## src/rtl/spi_flash_pkg.sv

```systemverilog
// Shared constants, state encoding and helpers for the SPI flash word reader.
// SPI_FLASH_FAST_READ_EN selects FAST_READ (0x0B + 8 dummy bits) instead of READ (0x03).
package spi_flash_pkg;

  localparam logic [7:0] OPC_READ      = 8'h03;
  localparam logic [7:0] OPC_FAST_READ = 8'h0B;

  localparam int OP_BITS    = 8;
  localparam int ADDR_BITS  = 24;
  localparam int DUMMY_BITS = 8;
  localparam int DATA_BITS  = 32;

`ifdef SPI_FLASH_FAST_READ_EN
  localparam bit FAST_READ = 1'b1;
`else
  localparam bit FAST_READ = 1'b0;
`endif

  localparam logic [7:0] OPCODE = FAST_READ ? OPC_FAST_READ : OPC_READ;
  localparam int NDUMMY = FAST_READ ? DUMMY_BITS : 0;
  localparam int NBITS  = OP_BITS + ADDR_BITS + NDUMMY + DATA_BITS;

  typedef enum logic [1:0] {
    IDLE,
    CS_SETUP,
    SHIFT,
    CS_HOLD
  } state_t;

  // Flash bytes arrive first-byte-in-MSB; the bus word is little-endian.
  function automatic logic [31:0] byte_swap32(input logic [31:0] d);
    return {d[7:0], d[15:8], d[23:16], d[31:24]};
  endfunction

endpackage

```

## src/rtl/spi_sclk_div.sv

```systemverilog
// SPI clock generator: toggles o_sclk every HALF_PERIOD cycles while i_en is high,
// and flags the cycle before each rising/falling edge. Held low and reset when disabled.
module spi_sclk_div #(
  parameter int HALF_PERIOD = 1
) (
  input  logic clk,
  input  logic reset,
  input  logic i_en,
  output logic o_sclk,
  output logic o_rise,
  output logic o_fall
);

  localparam logic [7:0] HP_LAST = 8'(HALF_PERIOD - 1);

  logic [7:0] r_cnt;
  logic       r_sclk;
  logic       w_tick;

  assign w_tick = i_en && (r_cnt == HP_LAST);

  always_ff @(posedge clk) begin
    if (reset || !i_en) begin
      r_cnt  <= 8'd0;
      r_sclk <= 1'b0;
    end else if (w_tick) begin
      r_cnt  <= 8'd0;
      r_sclk <= ~r_sclk;
    end else begin
      r_cnt <= r_cnt + 8'd1;
    end
  end

  assign o_sclk = r_sclk;
  assign o_rise = w_tick & ~r_sclk;
  assign o_fall = w_tick &  r_sclk;

endmodule

```

## src/rtl/spi_flash_reader.sv

```systemverilog
// Single-word SPI flash reader (mode 0): one rstrb fetches 32 bits, rbusy for 2+2*HALF_PERIOD*NBITS cycles.
// SPI_FLASH_FAST_READ_EN switches to FAST_READ with 8 dummy bits; strobes while busy are dropped.
module spi_flash_reader
  import spi_flash_pkg::*;
#(
  parameter int HALF_PERIOD = 1
) (
  input  logic        clk,
  input  logic        reset,
  input  logic        rstrb,
  input  logic [21:0] word_addr,
  output logic [31:0] rdata,
  output logic        rbusy,
  output logic        spi_cs_n,
  output logic        spi_clk,
  output logic        spi_mosi,
  input  logic        spi_miso
);

  localparam logic [6:0] LAST_BIT   = 7'(NBITS - 1);
  localparam logic [6:0] DATA_START = 7'(NBITS - DATA_BITS);

  state_t             r_state;
  state_t             w_next;
  logic               w_accept;
  logic [NBITS-1:0]   r_tx;
  logic [31:0]        r_rx;
  logic [31:0]        r_rdata;
  logic [6:0]         r_bit_cnt;
  logic               w_sclk;
  logic               w_rise;
  logic               w_fall;
  logic               w_shift_en;

  assign w_shift_en = (r_state == SHIFT);

  spi_sclk_div #(
    .HALF_PERIOD(HALF_PERIOD)
  ) u_sclk_div (
    .clk    (clk),
    .reset  (reset),
    .i_en   (w_shift_en),
    .o_sclk (w_sclk),
    .o_rise (w_rise),
    .o_fall (w_fall)
  );

  always_ff @(posedge clk) begin
    if (reset) r_state <= IDLE;
    else       r_state <= w_next;
  end

  always_comb begin
    w_next   = r_state;
    w_accept = 1'b0;
    case (r_state)
      IDLE: begin
        if (rstrb) begin
          w_accept = 1'b1;
          w_next   = CS_SETUP;
        end
      end
      CS_SETUP: w_next = SHIFT;
      SHIFT:    if (w_fall && (r_bit_cnt == LAST_BIT)) w_next = CS_HOLD;
      CS_HOLD:  w_next = IDLE;
      default:  w_next = IDLE;
    endcase
  end

  // The frame is loaded whole at accept so the opcode MSB is on mosi from CS_SETUP;
  // zeros shifted in keep mosi low through dummy/data bits and afterwards.
  always_ff @(posedge clk) begin
    if (reset) begin
      r_tx      <= '0;
      r_rx      <= 32'd0;
      r_rdata   <= 32'd0;
      r_bit_cnt <= 7'd0;
    end else begin
      if (w_accept) begin
        r_tx      <= {OPCODE, word_addr, 2'b00, {(NBITS - OP_BITS - ADDR_BITS){1'b0}}};
        r_bit_cnt <= 7'd0;
      end
      if (w_shift_en && w_rise && (r_bit_cnt >= DATA_START)) begin
        r_rx <= {r_rx[30:0], spi_miso};
      end
      if (w_shift_en && w_fall) begin
        r_tx      <= {r_tx[NBITS-2:0], 1'b0};
        r_bit_cnt <= r_bit_cnt + 7'd1;
      end
      if (r_state == CS_HOLD) begin
        r_rdata <= byte_swap32(r_rx);
      end
    end
  end

  assign spi_cs_n = (r_state == IDLE);
  assign rbusy    = (r_state != IDLE);
  assign spi_clk  = w_sclk;
  assign spi_mosi = r_tx[NBITS-1];
  assign rdata    = r_rdata;

endmodule

```

## config.mk

```make
export PLATFORM = sky130hd
export DESIGN_NAME = spi_flash_reader
export DESIGN_NICKNAME = d
export VERILOG_FILES = /design/src/rtl/spi_flash_pkg.sv /design/src/rtl/spi_sclk_div.sv /design/src/rtl/spi_flash_reader.sv
export SDC_FILE = /design/constraint.sdc
export NUM_CORES = 1
export LEC_CHECK = 0
export ABC_AREA = 1
export CAP_MARGIN = 40
export CORE_MARGIN = 3
export CORE_UTILIZATION = 49
export CTS_CLUSTER_DIAMETER = 80
export CTS_CLUSTER_SIZE = 25
export DETAILED_ROUTE_END_ITERATION = 10
export DONT_BUFFER_PORTS = 1
export GPL_TIMING_DRIVEN = 1
export PLACE_DENSITY = 0.74
export RECOVER_POWER = 50
export SLEW_MARGIN = 20
export SYNTH_ARGS = -nofsm -noshare
export SYNTH_HDL_FRONTEND = slang
export SYNTH_SLANG_ARGS = --single-unit
```

## constraint.sdc

```tcl
create_clock -name clk -period 3.4 [get_ports clk]
set_input_delay 0.68 -clock clk [delete_from_list [all_inputs] [get_ports clk]]
set_output_delay 0.68 -clock clk [all_outputs]
set_load 0.02 [all_outputs]
```

* Yosys cells after proc, flatten, opt, wreduce, memory -nomap -nowiden
Cells that the tools add are included.
** Storage, ports and cells
- Memories kept :: 0
- Latch bits :: 0
- Word-level logic and storage cells :: 41
- Bits in read-only memories :: 0
- Bits in writable memories :: 0
- Output and inout port bits :: 36
- Register bits after elaboration :: 145
- Bits of input ports :: 26
** Cells by class
- Add/sub/neg operators :: 2
- Bitwise logic cells :: 3
- Eq/ne operators :: 6
- $mul :: 0
- Shift operators :: 0
- Div/mod/pow operators :: 0
- Reduce and logical (&&, ||, !) cells :: 13
- Multiplexer cells :: 9
- Magnitude comparators :: 1
** Operator list (number)
- $mux 64 :: 2
- $mux 7 :: 2
- $add 8x1->8 const B :: 1
- $logic_not 8->1 :: 1
- $pmux 2 s4 :: 1
- $add 7x1->7 const B :: 1
- $eq 7x6->1 const B :: 1
- $ge 7x6->1 const B :: 1
- $logic_and 1x1->1 :: 5
- $eq 2x2->1 const B :: 2
- $mux 2 :: 2
- $ne 2x2->1 const B :: 2
- $reduce_bool 2->1 :: 2
- $and 1x1->1 :: 2
- $eq 2x1->1 const B :: 1
- $logic_not 2->1 :: 1
- $mux 1 :: 2
- $reduce_and 2->1 :: 1
- $reduce_or 2->1 :: 1
- $logic_not 1->1 :: 1
- $logic_or 1x1->1 :: 1
- $not 1->1 :: 1

* Longest topological paths before layout
Gate-level depths: netlist of the first run.
- Depth after elaboration :: 6
- Mapped depth :: 11

* By module
A second synthesis of the first run with hierarchy kept.
** Unflattened totals
- Cells, all modules :: 591
- Area, all modules :: 4434.3 sq um
** Modules (own cells, without submodules)
- spi_flash_reader :: instances 1, cells an instance 514, area an instance 3938.8 sq um, seq. area each 2062.0 sq um
- spi_sclk_div :: instances 1, cells an instance 77, area an instance 495.5 sq um, seq. area each 180.2 sq um

* Least setup slack after synthesis of the first run
OpenSTA, ideal clock, no wires.
- Path kind :: flip-flop to flip-flop
- Start point :: register r_state[0]
- End point :: register r_tx[47]
- Data arrival time :: 1.541 ns
- Path buffers :: 2
- Slack :: 1.749 ns
- Stages on the path, launching flop included :: 12
- Required time :: 3.290 ns
- Period minus slack after synthesis :: 1.651 ns
- Setup time :: 0.110 ns
- Cells stage by stage :: dfxtp_1 -> inv_1 -> ha_1 -> nand2_2 -> nor3_4 -> nand3_2 -> buf_6 -> buf_6 -> nand3_1 -> nand3_1 -> nand2_1 -> inv_1
** On the way
- Word-level cells in the longest chain between the ends :: 5
- Elaborated cells on any way between the ends :: 8
- Those cells by class :: eq/ne: 1; mux: 2; bitwise: 1; reduce/logical: 4
** RTL lines
- from (decl) :: RTL line spi_flash_reader.sv:23 : state_t r_state;
- from (signal assigned) :: RTL line spi_flash_reader.sv:50 : else r_state <= w_next;
- $eq 2x2->1 :: RTL line spi_flash_reader.sv:35 : assign w_shift_en = (r_state == SHIFT);
- $logic_and 1x1->1 :: RTL line spi_sclk_div.sv:20 : assign w_tick = i_en && (r_cnt == HP_LAST);
- $and 1x1->1 :: RTL line spi_sclk_div.sv:36 : assign o_fall = w_tick & r_sclk;
- $logic_and 1x1->1 :: RTL line spi_flash_reader.sv:86 : if (w_shift_en && w_fall) begin
- $mux 64 / $reduce_bool 2->1 (equally long branches)
- to (signal assigned) :: RTL line spi_flash_reader.sv:80 : r_tx <= {OPCODE, word_addr, 2'b00, {(NBITS - OP_BITS - ADDR_BITS){1'b0}}};
- to (signal assigned) :: RTL line spi_flash_reader.sv:87 : r_tx <= {r_tx[NBITS-2:0], 1'b0};
- to (decl) :: RTL line spi_flash_reader.sv:26 : logic [NBITS-1:0] r_tx;
Parallel ways exist; a longest one is shown, timed or not.
A chain may end at the register's enable or synchronous reset.

* Final worst setup path of the first run
- Start point :: register r_state[1]
- End point :: register r_rdata[10] (netlist: rdata[10])
** On the way
- Word-level cells in the longest chain between the ends :: 1
** RTL lines
- $eq 2x2->1 :: RTL line spi_flash_reader.sv:90 : if (r_state == CS_HOLD) begin
- to (signal assigned) :: RTL line spi_flash_reader.sv:91 : r_rdata <= byte_swap32(r_rx);
- to (decl) :: RTL line spi_flash_reader.sv:28 : logic [31:0] r_rdata;
Every way passes these cells.

==> results.cfg, run 1 <==
[grt]
grtUsageTotal_pct = 18.2
grt_max_degree = 52
grt_pass1_wl_mm = 15.4
overflow = 0
grt_pass1_vias = 3479
antenna_found_initial = 0

[die]
die_w_um = 102
die_height_um = 102
core_um2 = 8850
floorplan.initialDensity_pct = 51.3
num_rows = 34
die-area_um2 = 10500
io_pins = 62

[clock_tree]
clkSinkCount = 112
clk_latency_ps = 380
clock_path_buffers = 2
cts_resized = 0
cts_buffers = 9
holdBufCountCts = 0
cts_setup_buffers = 0
htree_num_levels = 3
path_clk_slew_ps = 120
cts_tree = yes
root_buffer = clkbuf_8

[logic_synthesis]
synth_top_area_share_pct = 49.4
synth_xor_area_share_pct = 0
mappedNetlistNets = 653
ys_top_cells_by_area = dfxtp_1, nor2_1, nand3_1
synth-adder-area-share_pct = 2.20
yosys_warnings = 0
async_flop_share_pct = 0
ys.flop_type = dfxtp_1
syn_inst = 619
synth_area_um2 = 4540
synth-simple-area-share_pct = 30.9
yosysUniqueCellTypes = 27
synth-edff-count = 0
synth_top_family_by_area = simple AND/OR/NAND/NOR gates
yosys.area.top_type = dfxtp_1
yosysSeqAreaShare_pct = 49.4
ys_ff_latch = 112
synth_most_common_cell = nor2_1
synthMuxAreaShare_pct = 0
syn_avg_cell_area_um2 = 7.34
synth_top_cells_by_count = nor2_1, dfxtp_1, nand2_1
synth-compound-area-share_pct = 9.86

[final_layout]
drive_gt1_share_pct = 5.44
nNetsFinal = 636
final_cells = 715
utilization_pct = 53.9
n_fill_cell = 851
diodes = 0
syn2layout_area_growth_pct = 5.10

[worst_setup_path]
cpLargestDelayFamily = buffers and inverters
cpMostUsedCell = nor2_1
criticalPathCategory = reg -> reg
crit_required_ps = 3680
crit_fanout = 33
cp_cell_sequence = ha_1 > clkbuf_1 > inv_1 > buf_8 > nor2_1 > nor2_1
slowest_stage = clkbuf_1
cp.arrival_ps = 2770
start_kind = register
slowest_delay_ps = 880
crit_buf_inv = 3
endpoint_kind = register

[sta]
fmax_mhz = 401
setup_viol = 0
worst_slew_pin_slew_ps = 1220
clock_skew_ps = 16.9
max-slew-margin-rel_pct = 18.7
grt_setup_unrepaired = false
setup_tns_ps = 0
fin_crit_sh_pct = 73.3
report.final.slew_viol_count = 0
setup_slack_ps = 907
holdWs_ps = 352
hold_viol = 0
period_needed_ps = 2490

[run_status]
run_status = complete, no violations

[placed_design]
globalplace.congestion = 0.752
hpwlAfterDp_mm = 6.01
numPortBuffers = 0
pre_cts_slack_ps = 1120
placed_cells = 699

[routing]
drt_pass1_iterations = 4
route.detailed.drc = 0
antenna_left = 0
wire_per_inst_um = 12.9
viasPerCell = 5.24
routed_wl_mm = 9.19
drtIter0Drc = 176
num_vias = 3749

[pwr]
vdd_drop_max_mv = 0.321
power.leakage_nw = 2.27
p_per_area_nw_per_um2 = 632

[run]
drv_cap = 0

[worst_hold_path]
hp-class = in -> reg
-- worst paths after layout --
check,slack [ps],to,cells past startpoint,startpoint
max,910,rdata[10]$_SDFFE_PP0N_,6,r_state[1]$_SDFFE_PP0P_
min,350,r_bit_cnt[3]$_SDFFE_PP0P_,1,reset
max reg2reg,910,rdata[10]$_SDFFE_PP0N_,6,r_state[1]$_SDFFE_PP0P_
min reg2reg,460,r_tx[61]$_SDFFE_PP0P_,2,r_tx[61]$_SDFFE_PP0P_
-- cells by family after synthesis --
| group | Yosys count |
|---|---|
| fa+ha+maj | 8 |
| simple gates | 330 |
| compound gates | 89 |
| buf+inv | 80 |
| flops | 112 |
-- metal layers --
metal | track usage, % | vias up | wire [um]
li1 | - | 1946 | -
met1 | 22.4 | 1724 | 4300
met2 | 30.5 | 64 | 4330
met3 | 5.32 | 15 | 401
met4 | 6.46 | 0 | 164
met5 | 0 | - | 0
-- where the power goes --
group | internal [mW] | total, mW | switching (mW)
registers | 1.45 | 1.64 | 0.182
clock network | 0.309 | 0.830 | 0.521
logic | 0.179 | 0.549 | 0.370
total | 1.94 | 3.01 | 1.07
-- worst reg2reg max path, cell delays in order (launching register included) --
cell and delay [ps]:
dfxtp_1 410, ha_1 160, clkbuf_1 880, inv_1 430, buf_8 290, nor2_1 140, nor2_1 70
-- placed cells by master, fill, tap and decap left out, drive strengths merged, types with 3 or more instances in the layout --
master    n
nor2    151
dfxtp   112
nand2    89
nand3    77
o21ai    69
inv      50
a21oi    19
clkbuf   10
ha        8
buf       6
nor3      6
nor3b     3
-- flip-flops by register name, summed over array words and instances (netlist names) --
register,cells
r_rx,32
rdata,32
r_bit_cnt,7
r_tx,30
r_state,2
u_sclk_div.o_sclk,1
u_sclk_div.r_cnt,8
-- cell type report --
| cell class | instances | area [um2] | area share, % |
|---|---|---|---|
| sequential | 112 | 2240 | 47.0 |
| multi-input combinational | 427 | 1950 | 40.9 |
| clock buffer | 9 | 124 | 2.60 |
| timing repair buffer | 7 | 56.3 | 1.18 |
| inverter | 45 | 169 | 3.54 |
| clock inverter | 7 | 93.8 | 1.97 |
| tap | 108 | 135 | 2.83 |
-- metrics by stage --
stage | area, um2 | power [mW]
finish | 4770 | 3.01
global placement | 4540 | 2.19
CTS | 4780 | 3.05
detailed placement | 4560 | 2.22
floorplan | 4540 | 2.09
global route | 4770 | 3.20
Note: power is estimated with default switching activity, not from simulation.
==> run 2: changes to the inputs <==
PLACE_DENSITY = 0.76   (was 0.74)
clock period = 2.03 ns   (was 3.4 ns; I/O delays follow)
==> results.cfg, run 2 (same netlist as run 1, synthesis figures left out) <==
[final_layout]
nNetsFinal = 641
final_cell_area_um2 = 4820
final_common_cell = nor2_1
diodes = 0
drive_gt1_share_pct = 6.21
layout_common_cells = nor2_1, dfxtp_1, nand2_1, nand3_1, o21ai_0
utilization_pct = 54.5
syn2layout_area_growth_pct = 6.14

[worst_setup_path]
r2r_setup_slack_ps = 220
r2r_start = u_sclk_div.r_cnt[0]$_SDFF_PP0_
timing.rr.end = r_bit_cnt[5]$_SDFFE_PP0P_
cp.arrival_ps = 2080
cpLargestDelayFamily = simple AND/OR/NAND/NOR gates
crit_fanout = 13
startpoint = u_sclk_div.r_cnt[0]$_SDFF_PP0_
cpMostUsedCell = nand2_1
slowest_stage = dfxtp_1
reg2reg_depth = 9
critPathCapture = r_bit_cnt[5]$_SDFFE_PP0P_
crit_buf_inv = 2
start_kind = register
worstSetupPathDepth = 9
slowest_delay_ps = 360
crit_required_ps = 2300
cp_cell_sequence = inv_1 > ha_1 > nand2_1 > nor3_2 > nand3_2 > nand2_1 > inv_1 > nand2_1 > a21oi_1
criticalPathCategory = reg -> reg
endpoint_kind = register

[clock_tree]
cts_tree = yes
holdBufCountCts = 0
root_buffer = clkbuf_8
htree_num_levels = 3
clock_path_buffers = 2
path_clk_slew_ps = 120
clk_latency_ps = 380
cts_setup_buffers = 0
clkSinkCount = 112
cts_buffers = 9

[pwr]
swShare_pct = 35.3
pwr-share-clk_pct = 27.3
p_per_area_nw_per_um2 = 1050
power.leakage_nw = 2.30
netSwitchingPower_mw = 1.79
p_int_mw = 3.28
seqPwrFrac_pct = 54.0
vdd_drop_max_mv = 0.728
p_comb_share_pct = 18.7

[placed_design]
numPortBuffers = 0
postPlaceCellArea_um2 = 4600
globalplace.congestion = 0.772
hpwlAfterDp_mm = 6.11

[sta]
clock_skew_ps = 23.1
holdWs_ps = 76.1
worst_slew_pin_slew_ps = 655
setup_viol = 0
report.final.slew_viol_count = 0
max-slew-margin-rel_pct = 56.3
fin_crit_sh_pct = 89.2
setup_tns_ps = 0
period_needed_ps = 1810
hold_viol = 0
grt_setup_unrepaired = false
fmax_mhz = 552

[grt]
grt_pass1_wl_mm = 15.4
overflow = 0
grtUsageTotal_pct = 17.9
grt_max_degree = 60
antenna_found_initial = 0
grt_pass1_vias = 3383

[routing]
route.detailed.drc = 0
drtIter0Drc = 235
viasPerCell = 5.28
routed.top_layer = met4
wl_met2_mm = 4.48
drt_pass1_iterations = 6
wl_met3_um = 498
num_vias = 3804
routed_wl_mm = 9.30
drt-met1-wl_mm = 4.21
antenna_left = 0
wire_per_inst_um = 12.9

[run]
drv_cap = 0

[worst_hold_path]
min_path_cells = 1
hp-start = reset
hp-class = in -> reg

[die]
io_pins = 62
die_w_um = 102
die_height_um = 102
die-area_um2 = 10500
num_rows = 34
floorplan.initialDensity_pct = 51.3
core_um2 = 8850

[run_status]
run_status = complete, no violations
[run 2: metal layers]
layer / track usage, % / vias up
met2: 29.7 / 71
met5: 0 / -
li1: - / 1951
met1: 23.1 / 1773
met4: 4.04 / 0
met3: 5.46 / 9
[run 2: layout make-up]
class / instances / area (um2)
clock buffer: 9 / 124
clock inverter: 7 / 96.3
fill: 835 / 4030
inverter: 45 / 170
multi-input combinational: 427 / 1950
sequential: 112 / 2240
tap: 108 / 135
timing repair buffer: 12 / 100
[run 2: how the worst min path moves through the flow]
stage	to
after floorplan	u_sclk_div.r_cnt[0]$_SDFF_PP0_
after global placement	r_tx[61]$_SDFFE_PP0P_
after detailed placement	r_tx[58]$_SDFFE_PP0P_
after CTS	r_bit_cnt[3]$_SDFFE_PP0P_
after global routing	r_bit_cnt[3]$_SDFFE_PP0P_
final	r_tx[34]$_SDFFE_PP0P_
[run 2: through the flow]
stage / setup slack [ps] / cells / power (mW)
final: 220 / 720 / 5.07
after global routing: 24.0 / 720 / 5.38
after CTS: 170 / 720 / 5.13
after detailed placement: 193 / 704 / 3.75
after global placement: 298 / 704 / 3.70
after floorplan: 379 / 619 / 3.50
[run 2: what timing repair did]
item                                    in CTS  in global routing
resized for setup                            0                  2
endpoints found under the setup margin       0                  3
hold endpoints to repair                     0                  0
[run 2: power by group through the flow]
stage | clock network (mW) | registers [mW] | logic [mW]
CTS | 1.43 | 2.74 | 0.962
global route | 1.51 | 2.77 | 1.10
detailed placement | 0 | 2.79 | 0.957
floorplan | 0 | 2.74 | 0.754
global placement | 0 | 2.78 | 0.911
finish | 1.38 | 2.74 | 0.948
